### src/rtl/protocol_encoder.sv
// protocol_encoder: byte-to-serial framer (start 0/1, 8 data bits MSB first, odd parity, idle-high gap).
// Optional feature macro: PROTOCOL_ENCODER_ERR_INJECT_EN adds err_inject to corrupt one frame's parity.
//
// state    | meaning
// ---------+-----------------------------------------------
// S_IDLE   | line high, tx_ready high, waiting for a byte
// S_START_LO | first start half, line low
// S_START_HI | second start half, line high
// S_DATA   | shifting out 8 data bits, MSB first
// S_PARITY | parity bit (odd parity, optionally inverted)
// S_GAP    | forced idle-high gap, frame_done on exit
module protocol_encoder #(
    parameter int CLKS_PER_BIT = 1,
    parameter int IDLE_BITS    = 2
) (
    input  logic       clk,
    input  logic       rst_n,
    input  logic [7:0] tx_data,
    input  logic       tx_valid,
`ifdef PROTOCOL_ENCODER_ERR_INJECT_EN
    input  logic       err_inject,
`endif
    output logic       tx_ready,
    output logic       serial_out,
    output logic       busy,
    output logic       frame_done
);

    localparam int CW = (CLKS_PER_BIT > 1) ? $clog2(CLKS_PER_BIT) : 1;
    localparam int GW = (IDLE_BITS > 1) ? $clog2(IDLE_BITS) : 1;
    localparam logic [CW-1:0] BIT_RELOAD = CW'(CLKS_PER_BIT - 1);
    localparam logic [GW-1:0] GAP_RELOAD = GW'(IDLE_BITS - 1);

    localparam logic [2:0] S_IDLE     = 3'd0;
    localparam logic [2:0] S_START_LO = 3'd1;
    localparam logic [2:0] S_START_HI = 3'd2;
    localparam logic [2:0] S_DATA     = 3'd3;
    localparam logic [2:0] S_PARITY   = 3'd4;
    localparam logic [2:0] S_GAP      = 3'd5;

    // The decoder needs at least one idle bit after parity to resynchronise.
    if (IDLE_BITS < 1) begin : g_idle_bits_chk
        $error("protocol_encoder: IDLE_BITS must be >= 1");
    end
    if (CLKS_PER_BIT < 1) begin : g_clks_chk
        $error("protocol_encoder: CLKS_PER_BIT must be >= 1");
    end

    logic [2:0]    state, state_d;
    logic [CW-1:0] bit_cnt, bit_cnt_d;
    logic [GW-1:0] gap_cnt, gap_cnt_d;
    logic [2:0]    idx, idx_d;
    logic [7:0]    shift, shift_d;
    logic          par, par_d;
    logic          so_d, done_d, busy_d;
    logic          inj;
    logic          bit_end;

`ifdef PROTOCOL_ENCODER_ERR_INJECT_EN
    assign inj = err_inject;
`else
    assign inj = 1'b0;
`endif

    assign tx_ready = (state == S_IDLE);
    assign bit_end  = (bit_cnt == '0);

    always_comb begin
        state_d   = state;
        bit_cnt_d = bit_cnt;
        gap_cnt_d = gap_cnt;
        idx_d     = idx;
        shift_d   = shift;
        par_d     = par;
        done_d    = 1'b0;

        case (state)
            S_IDLE: begin
                if (tx_valid) begin
                    shift_d   = tx_data;
                    par_d     = ~(^tx_data) ^ inj;
                    bit_cnt_d = BIT_RELOAD;
                    state_d   = S_START_LO;
                end
            end
            S_START_LO: begin
                if (bit_end) begin
                    bit_cnt_d = BIT_RELOAD;
                    state_d   = S_START_HI;
                end else begin
                    bit_cnt_d = bit_cnt - CW'(1);
                end
            end
            S_START_HI: begin
                if (bit_end) begin
                    bit_cnt_d = BIT_RELOAD;
                    idx_d     = 3'd0;
                    state_d   = S_DATA;
                end else begin
                    bit_cnt_d = bit_cnt - CW'(1);
                end
            end
            S_DATA: begin
                if (bit_end) begin
                    bit_cnt_d = BIT_RELOAD;
                    shift_d   = {shift[6:0], 1'b0};
                    idx_d     = idx + 3'd1;
                    if (idx == 3'd7) begin
                        state_d = S_PARITY;
                    end
                end else begin
                    bit_cnt_d = bit_cnt - CW'(1);
                end
            end
            S_PARITY: begin
                if (bit_end) begin
                    bit_cnt_d = BIT_RELOAD;
                    gap_cnt_d = GAP_RELOAD;
                    state_d   = S_GAP;
                end else begin
                    bit_cnt_d = bit_cnt - CW'(1);
                end
            end
            S_GAP: begin
                if (bit_end) begin
                    bit_cnt_d = BIT_RELOAD;
                    if (gap_cnt == '0) begin
                        done_d  = 1'b1;
                        state_d = S_IDLE;
                    end else begin
                        gap_cnt_d = gap_cnt - GW'(1);
                    end
                end else begin
                    bit_cnt_d = bit_cnt - CW'(1);
                end
            end
            default: begin
                state_d = S_IDLE;
            end
        endcase
    end

    // Line level is decoded from the next state so it registers alongside it.
    always_comb begin
        so_d = 1'b1;
        case (state_d)
            S_START_LO: so_d = 1'b0;
            S_DATA:     so_d = shift_d[7];
            S_PARITY:   so_d = par_d;
            default:    so_d = 1'b1;
        endcase
        busy_d = (state_d != S_IDLE);
    end

    always_ff @(posedge clk or negedge rst_n) begin
        if (!rst_n) begin
            state      <= S_IDLE;
            bit_cnt    <= '0;
            gap_cnt    <= '0;
            idx        <= 3'd0;
            shift      <= 8'h00;
            par        <= 1'b0;
            serial_out <= 1'b1;
            busy       <= 1'b0;
            frame_done <= 1'b0;
        end else begin
            state      <= state_d;
            bit_cnt    <= bit_cnt_d;
            gap_cnt    <= gap_cnt_d;
            idx        <= idx_d;
            shift      <= shift_d;
            par        <= par_d;
            serial_out <= so_d;
            busy       <= busy_d;
            frame_done <= done_d;
        end
    end

endmodule

### config.mk
export PLATFORM = sky130hd
export DESIGN_NAME = protocol_encoder
export DESIGN_NICKNAME = d
export VERILOG_FILES = /design/src/rtl/protocol_encoder.sv
export SDC_FILE = /design/constraint.sdc
export NUM_CORES = 1
export LEC_CHECK = 0
export CAP_MARGIN = 30
export CORE_UTILIZATION = 55
export DETAILED_ROUTE_END_ITERATION = 6
export PLACE_DENSITY = 0.84
export SYNTH_ARGS = -nofsm -noshare
export SYNTH_HDL_FRONTEND = slang
export SYNTH_SLANG_ARGS = --single-unit
### constraint.sdc
create_clock -name clk -period 3.5 [get_ports clk]
set_input_delay 0.525 -clock clk [delete_from_list [all_inputs] [get_ports clk]]
set_output_delay 0.525 -clock clk [all_outputs]
set_load 0.05 [all_outputs]
==> impl_metrics.json <==
{
  "coreArea_um2": 1559,
  "postCtsSetupBuffers": 0,
  "drc": 1,
  "die_h_um": 43.69,
  "grtUsageTotal_pct": 20.92,
  "syn_nets": 108,
  "power_frac_comb_pct": 42.3,
  "fill_cells": 119,
  "synth_edf_count": 0,
  "yosys.area.top_type_share_pct": 47.12,
  "synth.largest_area_cell": "dfrtp_1",
  "grt_pass1_vias": 657,
  "clockRootBuffer": "clkbuf_4",
  "clkPwrFrac_pct": 13.4,
  "cts.sinks": 19,
  "hold_class": "flip-flop to flip-flop",
  "grt_max_degree": 20,
  "wl_um": 1636,
  "layout-drive-gt1-share_pct": 6.422,
  "vias": 712,
  "slowest_delay_ns": 0.87,
  "routedWlPerCell_um": 13.09,
  "antenna_found_initial": 0,
  "tritoncts": "built",
  "dpl.hpwl_um": 1178,
  "cp_data_required_time_ns": 2.97,
  "fp-row-count": 14,
  "fin_ws_ns": 0.9220,
  "yosysWarnings": 0,
  "ys_seq_elements": 19,
  "p_int_mw": 0.4756,
  "synth_ff_type": "dfrtp_1",
  "dr.first_iter.drc_count": 17,
  "worstPathArrival_ns": 2.05,
  "setup_viol": 0,
  "r2r_start": "state[0]$_DFF_PN0_",
  "setup_tns_ns": 0,
  "power_leakage_nw": 0.4928,
  "endpoint_kind": "output port",
  "drtAntennaViolNets": 0,
  "viasPerCell": 5.696,
  "area_growth_pct": 16.36,
  "async_flop_share_pct": 100.0,
  "cts_hold_buf": 0,
  "tightest_slew_ns": 0.8167,
  "io_pins": 15,
  "violations": "design-rule violations",
  "power_frac_seq_pct": 44.3,
  "clkSlewWorstSetupHoldPaths_ns": 0.10,
  "htree_levels": 1,
  "ys_seq_area_share_pct": 49.87,
  "max_freq_mhz": 387.9,
  "cts_resized": 0,
  "worstSetupEndpoint": "tx_ready",
  "worstRegToRegCells": 4,
  "clockBufferDepth": 2,
  "r2r-end": "shift[6]$_DFFE_PN0P_",
  "slew_headroom_pct": 45.39,
  "grt_pass1_wl_um": 2822,
  "die_width_um": 43.69,
  "die_area_um2": 1909,
  "grt_overflow_total": 0,
  "synth_area_um2": 955.9,
  "worstPathCellList": "nor3_1 > clkdlybuf4s50_1",
  "max_cap_violations": 0,
  "gp_congestion": 0.8105,
  "critPathLaunchType": "flip-flop",
  "utilization_pct": 71.35,
  "status": "complete, but fails checks",
  "initial_core_util_pct": 61.32,
  "cp_slowest_cell": "clkdlybuf4s50_1",
  "netlist_instances": 95,
  "place_inst": 121,
  "n_antenna_cell": 0,
  "clk_latency_ns": 0.29,
  "synth_area_leaders": "dfrtp_1 (47%), nand2_1 (7.9%), xnor2_1 (5.5%)",
  "synth_area_per_cell_um2": 10.06,
  "fin_crit_sh_pct": 73.66,
  "hold_viol": 0,
  "cts_made_buffers": 3,
  "vdd_drop_max_mv": 0.4499,
  "p_per_area_nw_per_um2": 728.6,
  "path_max_fanout": 12,
  "fin_cells": 125,
  "dpl-instance-area_um2": 1086,
  "synth_cell_types": 28,
  "drv_slew": 0,
  "critPathKind": "flip-flop to output port",
  "crit_start": "state[0]$_DFF_PN0_",
  "first_pass_iters": 6,
  "min_period_ns": 2.578,
  "pre_cts_ws_ns": 1.262,
  "reg2reg_slack_ns": 1.86,
  "rsz0062_at_grt": "false",
  "p_sw_mw": 0.3348,
  "final_cell_area_um2": 1112,
  "portBuffers": 14,
  "finish.net_count": 123,
  "p_sw_share_pct": 41.31,
  "skew_ns": 0.003260
}
==> cells in the final DEF (no fill, tap or decap), drive strengths merged <==
cell,Yosys,routed
o22ai,1,1
xnor2,6,6
o21ai,9,9
o211ai,1,1
ha,2,2
inv,3,3
clkdlybuf4s50,0,14
nor2,3,3
nand2b,4,4
a21oi,4,4
a22oi,6,6
o21bai,2,2
mux2i,2,2
clkbuf,1,4
nor3,2,2
and3b,1,1
dfrtp,18,18
dfstp,1,1
a32oi,1,1
o21a,1,1
nor3b,1,1
nand2,20,20
nor4b,1,1
a31oi,1,1
xor2,1,1
==> area by class of cell <==
class	instances	area (µm²)	area share, %
Tap cell	16	20.02	1.800
Multi-Input combinational cell	69	437.9	39.37
Inverter	3	11.26	1.012
Timing Repair Buffer	14	140.1	12.60
Clock buffer	4	26.28	2.362
Sequential cell	19	476.7	42.86
==> Yosys cell counts, types with 2 or more instances <==
cell	number
nand2b_1	4
a21oi_1	4
inv_1	3
buf_4	2
nand2_1	20
dfrtp_1	18
o21ai_0	8
xnor2_1	6
a22oi_1	6
nor3_1	2
nor2_1	2
ha_1	2
mux2i_1	2
o21bai_1	2
==> critical path: cells and delay by family (launching register included) <==
kind,cells,cell delay (ns)
flops,1,0.54
simple gates,1,0.35
buf+inv,1,0.87
==> metrics by stage <==
step	hold slack (ns)	power [mW]
2_1_floorplan	0.2294	0.6259
3_3_place_gp	0.4453	0.6907
3_5_place_dp	0.4518	0.7068
4_1_cts	0.4663	0.8165
5_1_grt	0.4965	0.8723
6_report	0.4662	0.8105
==> state kept, by name, indices dropped and copies added (netlist names) <==
register	cells
shift	8
idx	3
state	3
busy	1
frame_done	1
gap_cnt	1
par	1
serial_out	1
==> metal layers <==
metal	part of all wire, %	wire length, µm	track usage, %	up-vias
met5	0	0	0	-
met1	48	783	28.93	335
li1	-	-	-	358
met3	4.0	65	2.500	5
met4	2.6	42	13.13	0
met2	45	744	31.34	14
==> power groups by stage <==
stage	Sequential, mW	Combinational, mW	Clock [mW]
finish	0.359	0.343	0.108
global route	0.372	0.383	0.118
CTS	0.359	0.344	0.113
detailed placement	0.364	0.343	0
global placement	0.359	0.331	0
floorplan	0.364	0.261	0
==> cell families (layout without fill, tap and decap cells) <==
group,after synthesis,after routing,synth area share [%]
simple gates,32,32,17.15
compound gates,26,26,17.54
fa+ha+maj,2,2,2.617
xor+xnor,7,7,6.414
mux,2,2,2.094
buf+inv,7,21,4.318
flops,19,19,49.87
==> worst min-delay path by stage <==
stage | end | from | depth (start not counted) | slack (ns)
final | frame_done$_DFF_PN0_ | gap_cnt$_DFFE_PN0P_ | 1 | 0.47
after global routing | frame_done$_DFF_PN0_ | gap_cnt$_DFFE_PN0P_ | 1 | 0.50
after CTS | frame_done$_DFF_PN0_ | gap_cnt$_DFFE_PN0P_ | 1 | 0.47
after detailed placement | frame_done$_DFF_PN0_ | gap_cnt$_DFFE_PN0P_ | 1 | 0.45
after global placement | frame_done$_DFF_PN0_ | gap_cnt$_DFFE_PN0P_ | 1 | 0.45
after floorplan | busy$_DFF_PN0_ | rst_n | 0 | 0.23
No activity file was read; power rests on OpenSTA's default activity.
